[src/rtl/mem_arbiter.sv]
// mem_arbiter: shares one single-port unified instruction/data memory between
// instruction fetch, CPU data load/store and the program loader. It runs one
// transaction at a time and uses a req/ack handshake for each requester.
//
// Build option:
//   ARB_RR_EN  When defined, data and fetch share a 1-bit last-served pointer.
//              When both request in the same IDLE cycle, the one not served
//              last wins. The loader always keeps top priority.
//              When undefined, priority is fixed: loader > data > fetch.
//
// Parameters:
//   ADDR_W  word-address width
//   DATA_W  data word width
//   RD_LAT  cycles from address valid to mem_rdata valid (legal range 1..15)
//
// Ports:
//   clk, rst                 clock; synchronous active-low reset
//   if_req/if_addr/if_ack    fetch requester (read only)
//   d_req/d_we/d_addr/d_wdata/d_ack   data requester (load or store)
//   ld_req/ld_addr/ld_wdata/ld_ack    loader requester (write only)
//   rdata                    registered read data, shared by all requesters
//   gnt_id                   current owner: 0 none, 1 fetch, 2 data, 3 loader
//   busy                     high whenever the FSM is not in IDLE
//   mem_addr/mem_we/mem_wdata/mem_rdata   memory array interface
//
// state  | meaning
// IDLE   | no owner; requests are sampled and arbitrated here only
// ACCESS | address/data presented for one cycle; write strobe if storing
// WAIT   | read in flight; count runs up to RD_LAT-1
// DONE   | owner's ack pulses; gnt_id clears on the way back to IDLE
module mem_arbiter #(
    parameter int ADDR_W = 30,
    parameter int DATA_W = 32,
    parameter int RD_LAT = 1
) (
    input  logic              clk,
    input  logic              rst,
    input  logic              if_req,
    input  logic [ADDR_W-1:0] if_addr,
    output logic              if_ack,
    input  logic              d_req,
    input  logic              d_we,
    input  logic [ADDR_W-1:0] d_addr,
    input  logic [DATA_W-1:0] d_wdata,
    output logic              d_ack,
    input  logic              ld_req,
    input  logic [ADDR_W-1:0] ld_addr,
    input  logic [DATA_W-1:0] ld_wdata,
    output logic              ld_ack,
    output logic [DATA_W-1:0] rdata,
    output logic [1:0]        gnt_id,
    output logic              busy,
    output logic [ADDR_W-1:0] mem_addr,
    output logic              mem_we,
    output logic [DATA_W-1:0] mem_wdata,
    input  logic [DATA_W-1:0] mem_rdata
);

    typedef enum logic [1:0] {
        IDLE   = 2'd0,
        ACCESS = 2'd1,
        WAIT   = 2'd2,
        DONE   = 2'd3
    } state_t;

    localparam logic [1:0] GNT_NONE = 2'd0;
    localparam logic [1:0] GNT_IF   = 2'd1;
    localparam logic [1:0] GNT_D    = 2'd2;
    localparam logic [1:0] GNT_LD   = 2'd3;
    localparam logic [3:0] LAT_LAST = 4'(RD_LAT - 1);

    state_t            state_q, state_d;
    logic [1:0]        gnt_q, gnt_d;
    logic              we_q, we_d;
    logic [ADDR_W-1:0] addr_q, addr_d;
    logic [DATA_W-1:0] wdata_q, wdata_d;
    logic [DATA_W-1:0] rdata_q, rdata_d;
    logic [3:0]        cnt_q, cnt_d;
    logic [2:0]        ack_q, ack_d;      // {ld, d, if}
    logic              busy_q, busy_d;
    logic              pick_data;
    logic [2:0]        owner_ack;

`ifdef ARB_RR_EN
    logic rr_data_last_q, rr_data_last_d;   // 1: data was the last of data/fetch served

    assign pick_data = d_req && !(if_req && rr_data_last_q);
`else
    assign pick_data = d_req;
`endif

    assign owner_ack = {gnt_q == GNT_LD, gnt_q == GNT_D, gnt_q == GNT_IF};

    always_comb begin
        state_d = state_q;
        gnt_d   = gnt_q;
        we_d    = we_q;
        addr_d  = addr_q;
        wdata_d = wdata_q;
        rdata_d = rdata_q;
        cnt_d   = cnt_q;
        ack_d   = 3'b000;
`ifdef ARB_RR_EN
        rr_data_last_d = rr_data_last_q;
`endif
        case (state_q)
            IDLE: begin
                if (ld_req) begin
                    gnt_d   = GNT_LD;
                    we_d    = 1'b1;
                    addr_d  = ld_addr;
                    wdata_d = ld_wdata;
                    state_d = ACCESS;
                end else if (pick_data) begin
                    gnt_d   = GNT_D;
                    we_d    = d_we;
                    addr_d  = d_addr;
                    wdata_d = d_wdata;
                    state_d = ACCESS;
`ifdef ARB_RR_EN
                    rr_data_last_d = 1'b1;
`endif
                end else if (if_req) begin
                    gnt_d   = GNT_IF;
                    we_d    = 1'b0;
                    addr_d  = if_addr;
                    wdata_d = '0;
                    state_d = ACCESS;
`ifdef ARB_RR_EN
                    rr_data_last_d = 1'b0;
`endif
                end
            end
            ACCESS: begin
                if (we_q) begin
                    state_d = DONE;
                    ack_d   = owner_ack;
                end else if (RD_LAT == 1) begin
                    rdata_d = mem_rdata;
                    state_d = DONE;
                    ack_d   = owner_ack;
                end else begin
                    cnt_d   = 4'd1;
                    state_d = WAIT;
                end
            end
            WAIT: begin
                if (cnt_q == LAT_LAST) begin
                    rdata_d = mem_rdata;
                    state_d = DONE;
                    ack_d   = owner_ack;
                end else begin
                    cnt_d = cnt_q + 4'd1;
                end
            end
            DONE: begin
                gnt_d   = GNT_NONE;
                state_d = IDLE;
            end
            default: state_d = IDLE;
        endcase
        busy_d = (state_d != IDLE);
    end

    always_ff @(posedge clk) begin
        if (!rst) begin
            state_q <= IDLE;
            gnt_q   <= GNT_NONE;
            we_q    <= 1'b0;
            addr_q  <= '0;
            wdata_q <= '0;
            rdata_q <= '0;
            cnt_q   <= 4'd0;
            ack_q   <= 3'b000;
            busy_q  <= 1'b0;
`ifdef ARB_RR_EN
            rr_data_last_q <= 1'b0;
`endif
        end else begin
            state_q <= state_d;
            gnt_q   <= gnt_d;
            we_q    <= we_d;
            addr_q  <= addr_d;
            wdata_q <= wdata_d;
            rdata_q <= rdata_d;
            cnt_q   <= cnt_d;
            ack_q   <= ack_d;
            busy_q  <= busy_d;
`ifdef ARB_RR_EN
            rr_data_last_q <= rr_data_last_d;
`endif
        end
    end

    // rst gates the strobe combinationally so a write caught by reset in its
    // ACCESS cycle never reaches the array.
    assign mem_we    = we_q && (state_q == ACCESS) && rst;
    assign mem_addr  = addr_q;
    assign mem_wdata = wdata_q;
    assign rdata     = rdata_q;
    assign gnt_id    = gnt_q;
    assign busy      = busy_q;
    assign if_ack    = ack_q[0];
    assign d_ack     = ack_q[1];
    assign ld_ack    = ack_q[2];

endmodule

[config.mk]
export PLATFORM = sky130hd
export DESIGN_NAME = mem_arbiter
export DESIGN_NICKNAME = d
export VERILOG_FILES = /design/src/rtl/mem_arbiter.sv
export SDC_FILE = /design/constraint.sdc
export NUM_CORES = 1
export LEC_CHECK = 0
export CAP_MARGIN = 20
export CORE_MARGIN = 4
export CORE_UTILIZATION = 35
export DETAILED_ROUTE_END_ITERATION = 10
export HOLD_SLACK_MARGIN = 0.12
export PLACE_DENSITY = 0.87
export SKIP_CTS_REPAIR_TIMING = 1
export SYNTH_ARGS = -nofsm -noshare
export SYNTH_HDL_FRONTEND = slang
export SYNTH_SLANG_ARGS = --single-unit
export TNS_END_PERCENT = 10
[constraint.sdc]
create_clock -name clk -period 1.82 [get_ports clk]
set_input_delay 0.273 -clock clk [delete_from_list [all_inputs] [get_ports clk]]
set_output_delay 0.273 -clock clk [all_outputs]
set_load 0.02 [all_outputs]
### Word level (Yosys, flattened, before mapping)

Cells that the tools add are included.

| operators by class | value |
|---|---|
| add/sub/neg operators | 1 |
| equality and inequality tests | 9 |
| mux-type cells | 23 |
| bitwise logic cells | 1 |
| reductions and logical operators | 12 |

Operators by type and width:

| operator | number |
|---|---|
| $mux 32 | 5 |
| $mux 30 | 3 |
| $pmux 32 s2 | 1 |
| $mux 2 | 7 |
| $eq 2x2->1 const B | 4 |
| $pmux 2 s4 | 1 |
| $pmux 3 s2 | 1 |
| $reduce_and 2->1 | 3 |
| $reduce_bool 2->1 | 3 |
| $add 4x1->4 const B | 1 |
| $eq 2x1->1 const B | 2 |
| $logic_not 4->1 | 1 |
| $ne 2x2->1 const B | 2 |
| $ne 4x4->1 const B | 1 |
| $pmux 2 s2 | 1 |
| $mux 1 | 3 |
| $mux 3 | 1 |
| $reduce_and 3->1 | 1 |
| $reduce_bool 3->1 | 1 |
| $logic_and 1x1->1 | 2 |
| $logic_not 2->1 | 1 |
| $not 1->1 | 1 |

| word-level totals | value |
|---|---|
| register bits | 107 |
| output and inout bits | 101 |

### Logic depth before layout (Yosys ltp)

| depth | value |
|---|---|
| word-level depth | 5 |
| gate-level depth with buffers | 8 |
| gate-level depth less buffers | 5 |

### Worst setup path before layout

Ideal clock, no wire load.

| path | value |
|---|---|
| path kind | register to register |
| start point | register cnt_q[0] |
| end point | register rdata_q[10] (netlist: rdata[10]) |
| arrival | 1718 ps |
| data required time | 1748 ps |
| path slack | 30 ps |
| cell stages (with the launch flop) | 7 |
| buffers on the path | 1 |
| period minus slack after synthesis | 1790 ps |
| path through | dfxtp_1 > inv_1 > ha_1 > or3b_4 > a221oi_4 > buf_8 > mux2i_1 |

| between the ends | value |
|---|---|
| cells in the longest elaborated chain, start to end | 3 |

Ends and longest elaborated chain:

| what | line | RTL |
|---|---|---|
| start, declared | 78 | `logic [3:0] cnt_q, cnt_d;` |
| start signal, assigned | 186 | `cnt_q <= cnt_d;` |
| $logic_not 4->1 | 148 | `if (cnt_q == LAT_LAST) begin` |
| $ne 2x2->1 (no source line) | - |  |
| $reduce_and 3->1 (no source line) | - |  |
| end signal, assigned | 185 | `rdata_q <= rdata_d;` |
| end, declared | 77 | `logic [DATA_W-1:0] rdata_q, rdata_d;` |

Every way passes these cells.
A chain may end at the register's enable or synchronous reset.

### Worst setup path after layout

| path | value |
|---|---|
| start point | register cnt_q[0] |
| end point | register rdata_q[21] (netlist: rdata[21]) |

Same word-level chain as after synthesis.

==> summary.txt <==
================================================================================
Max IR drop VDD ...................................................    0.6022 mV
Area used by multi-input combinational logic ......................     2596 µm²
Worst-case setup slack after placement ............................    -284.5 ps
Most frequent cells in the layout ................................. clkdlybuf4s50_1 (288), dfxtp_1 (105), nand2_1 (80)
Achievable frequency ..............................................    529.3 MHz
Crit. End Element .................................................     register
Net switching power ...............................................   0.002507 W
Share of post-route cells with drive strength above 1 .............       11.25%
Worst Max-Slew Pin Slew ...........................................      1081 ps
Floorplan die area ................................................    16290 µm²
Relative area change from synthesis to final layout ...............       73.05%
Depth of the most critical reg-to-reg path ........................            7
Crit Path Category ................................................ register to register
Worst hold path startpoint ........................................       ld_req
Setup tns final ...................................................    -868.4 ps
Via Count .........................................................         5209
Final nets ........................................................         1047
# setup viols final ...............................................           22
Antenna violations before repair ..................................            0
Clk Tree Root Cell ................................................    clkbuf_16
Average wire per standard cell ....................................     16.76 µm
Final core occ ....................................................       62.20%
Total CTS buffers .................................................            9
Largest cells by area after synthesis ............................. dfxtp_1 (43%), mux2i_1 (12%), mux2_2 (7.0%), nand2_1 (6.0%), o21ai_0 (4.8%)
Fraction of the yosys area taken by sequential cells ..............       42.77%
Clock latency reported for the late side of the worst-skew pair ...       350 ps
Mean Syn Cell Area ................................................    8.944 µm²
Final max-slew violation count ....................................            0
Sum of routed wire length over all layers .........................     17310 µm
Int Power .........................................................   0.005562 W
Maximum single-stage delay on the critical path ...................       400 ps
Clock share of power ..............................................        26.4%
Final period utilization ..........................................       103.8%
Number of nets still failing antenna checks after routing .........            0
Kind of cell with the highest combined delay on the critical path . buffers and inverters
Result of the run ................................................. finished, violations left
Shortest clock period the worst path allows after layout ..........      1889 ps
Leading cell type in the layout, fill and taps excluded ........... clkdlybuf4s50_1
Tot GR Track Use ..................................................       20.14%
Max Clock Skew ....................................................     4.502 ps
Ports .............................................................          293
Maximum buffer depth of the clock tree ............................            2
Remaining design rule violation count .............................            0
Max-Slew Margin vs Limit ..........................................       27.80%
Post-synthesis cell type count ....................................           36
Final worst hold slack ............................................     341.4 ps
Switching Share ...................................................       31.07%
Hold Crit Depth ...................................................            3
Number of clock sinks .............................................          107
Power density of the placed cells ................................. 931.0 nW/µm²
Failing checks .................................................... negative setup slack
Setup slack, reg-to-reg ...........................................       -70 ps
Static Leak .......................................................     3.451 nW
Required time worst endpoint ......................................      2100 ps
Initial Util ......................................................       35.94%
Max capacitance violation total ...................................            0
Unrepaired setup endpoints after global routing ...................          yes
Die span in x .....................................................     127.6 µm
Post-synth top area cell ..........................................      dfxtp_1
Portion of total power attributed to sequential cells .............        35.8%
First-pass GRT wire length ........................................     26100 µm
Highest fanout seen on the critical path ..........................           11
Maximum number of pins on one net before global-route repair ......           56
Cells traversed along the worst timing path ....................... inv_4 -> ha_4 -> or3b_4 -> a221oi_4 -> buf_4 -> clkbuf_16 -> mux2i_1
Clock transition at the registers of the reported paths ...........        70 ps
Hold-critical path endpoint ....................................... mem_wdata[5]
Syn_nets ..........................................................          759
Number of global-route vias before repair .........................         5205
Area share of the leading cell type in the synthesized netlist ....       42.77%
Vertical die dimension ............................................     127.6 µm
CTS H-Tree Depth ..................................................            3
Fillers ...........................................................         1139
Number of placement rows ..........................................           43
Core area .........................................................    13930 µm²
Number of buffers inserted by port buffering ......................          292
Path category of the worst min-delay check ........................ input pin to register
Sum of net half-perimeters after detailed placement ...............     13050 µm
Combinational Power Share .........................................        37.8%
Flip-flop and latch count after synthesis .........................          107
Startpoint of the worst register-to-register path .................     cnt_q[0]
Post-detailed-route via-to-cell ratio .............................        5.043
CTS tree ..........................................................          yes
DRT iter0 DRCs ....................................................          224
Worst-path cell with the longest stage delay ......................       or3b_4
Endpoint of the worst register-to-register path ...................    rdata[21]
Count of inserted antenna diode cells .............................            0
DRT Pass-1 Iters ..................................................            4
Arrival time of the worst setup path ..............................      2170 ps
Final setup slack of the worst path ...............................    -69.46 ps
Yosys warning count ...............................................            0
Type of origin of the critical path ...............................     register
Routability congestion estimate from global placement .............       0.8523
Residual overflow from global routing .............................            0
Hold Fails Final Rpt ..............................................            0
Number of instances in the synthesized netlist ....................          560
Sequential Area ...................................................     2147 µm²
Crit path buf inv count ...........................................            3
Combined area of all synthesized cells ............................     5009 µm²
================================================================================
## layout make-up
type / instances / share of cell area, %
well taps: 180 / 2.599
multi-input cells: 383 / 29.96
repair buffers: 327 / 37.98
inverters: 20 / 0.8950
clock buffers: 11 / 2.801
flip-flops and latches: 107 / 24.77
clock inverters: 5 / 0.9961
## worst max path at each step
stage                from            to  cells after the start  slack (ps)
2_1_floorplan    cnt_q[0]     rdata[10]                      6          30
3_3_place_gp       if_req  mem_wdata[8]                      4        -270
3_5_place_dp       if_req  mem_wdata[6]                      4        -280
4_1_cts        state_q[1]        mem_we                      4        -250
5_1_grt          cnt_q[1]     rdata[21]                      7        -140
6_report         cnt_q[0]     rdata[21]                      7         -70
## state kept, by name, indices dropped and copies added (netlist names)
signal and count:
mem_wdata 32, rdata 32, mem_addr 30, cnt_q 4, ack_q 3, gnt_id 2, state_q 2, busy 1
we_q 1
## through the flow
step                power [W]  instances  cell area [µm²]
floorplan            0.004379        560             5009
global placement     0.005830       1009             8207
detailed placement   0.005896       1009             8207
CTS                  0.008046       1025             8536
global route         0.008485       1033             8667
finish               0.008069       1033             8667
## layer usage
layer / track usage [%] / part of all wire [%]
met1: 21.66 / 38
met2: 36.54 / 51
met3: 6.773 / 8.4
met4: 7.428 / 2.2
met5: 0 / 0
## logic make-up (layout without fill, tap and decap cells)
kind of cell | Yosys count | count (layout) | synth area share (%)
AND/OR/NAND/NOR | 174 | 174 | 15.51
XOR/XNOR | 1 | 1 | 0.1749
buffers and inverters | 70 | 363 | 6.120
flip-flops | 107 | 107 | 42.77
AO/OA/AOI/OAI | 108 | 108 | 14.31
adder cells (fa/ha/maj) | 7 | 7 | 1.749
multiplexers | 93 | 93 | 19.36
## worst register-to-register path, cell delays in order, from the launching register on
cell	delay [ps]
dfxtp_4	360
inv_4	60
ha_4	120
or3b_4	400
a221oi_4	330
buf_4	180
clkbuf_16	170
mux2i_1	190
## power by group through the flow
| stage | Clock, W | Sequential, W | Combinational, W |
|---|---|---|---|
| after floorplan | 0 | 0.00336 | 0.00102 |
| after detailed placement | 0 | 0.00295 | 0.00295 |
| final | 0.00213 | 0.00289 | 0.00305 |
| after global routing | 0.00229 | 0.00294 | 0.00325 |
| after CTS | 0.00219 | 0.00289 | 0.00296 |
| after global placement | 0 | 0.00293 | 0.00290 |
## cells in the mapped netlist
library cell,instances
and3_1,1
o31ai_1,2
a221oi_4,1
nor2b_1,3
dfxtp_1,107
a211oi_1,1
buf_1,1
buf_8,3
a32o_1,1
nand4_1,1
inv_1,20
nor4b_1,2
o21ai_0,48
nor3_1,22
nand3_1,33
or3b_4,1
ha_1,7
nor2_1,25
a211o_1,12
a221oi_1,19
mux2i_1,62
a22oi_1,1
nand2_1,80
and2_1,2
o31a_1,1
a21oi_1,7
nand2b_1,1
buf_2,8
xor2_1,1
a21o_1,1
mux2_2,31
nand4b_1,1
nor3b_1,1
or4bb_2,1
clkbuf_1,38
a31oi_1,14
Power figures use the tool's default switching activity.
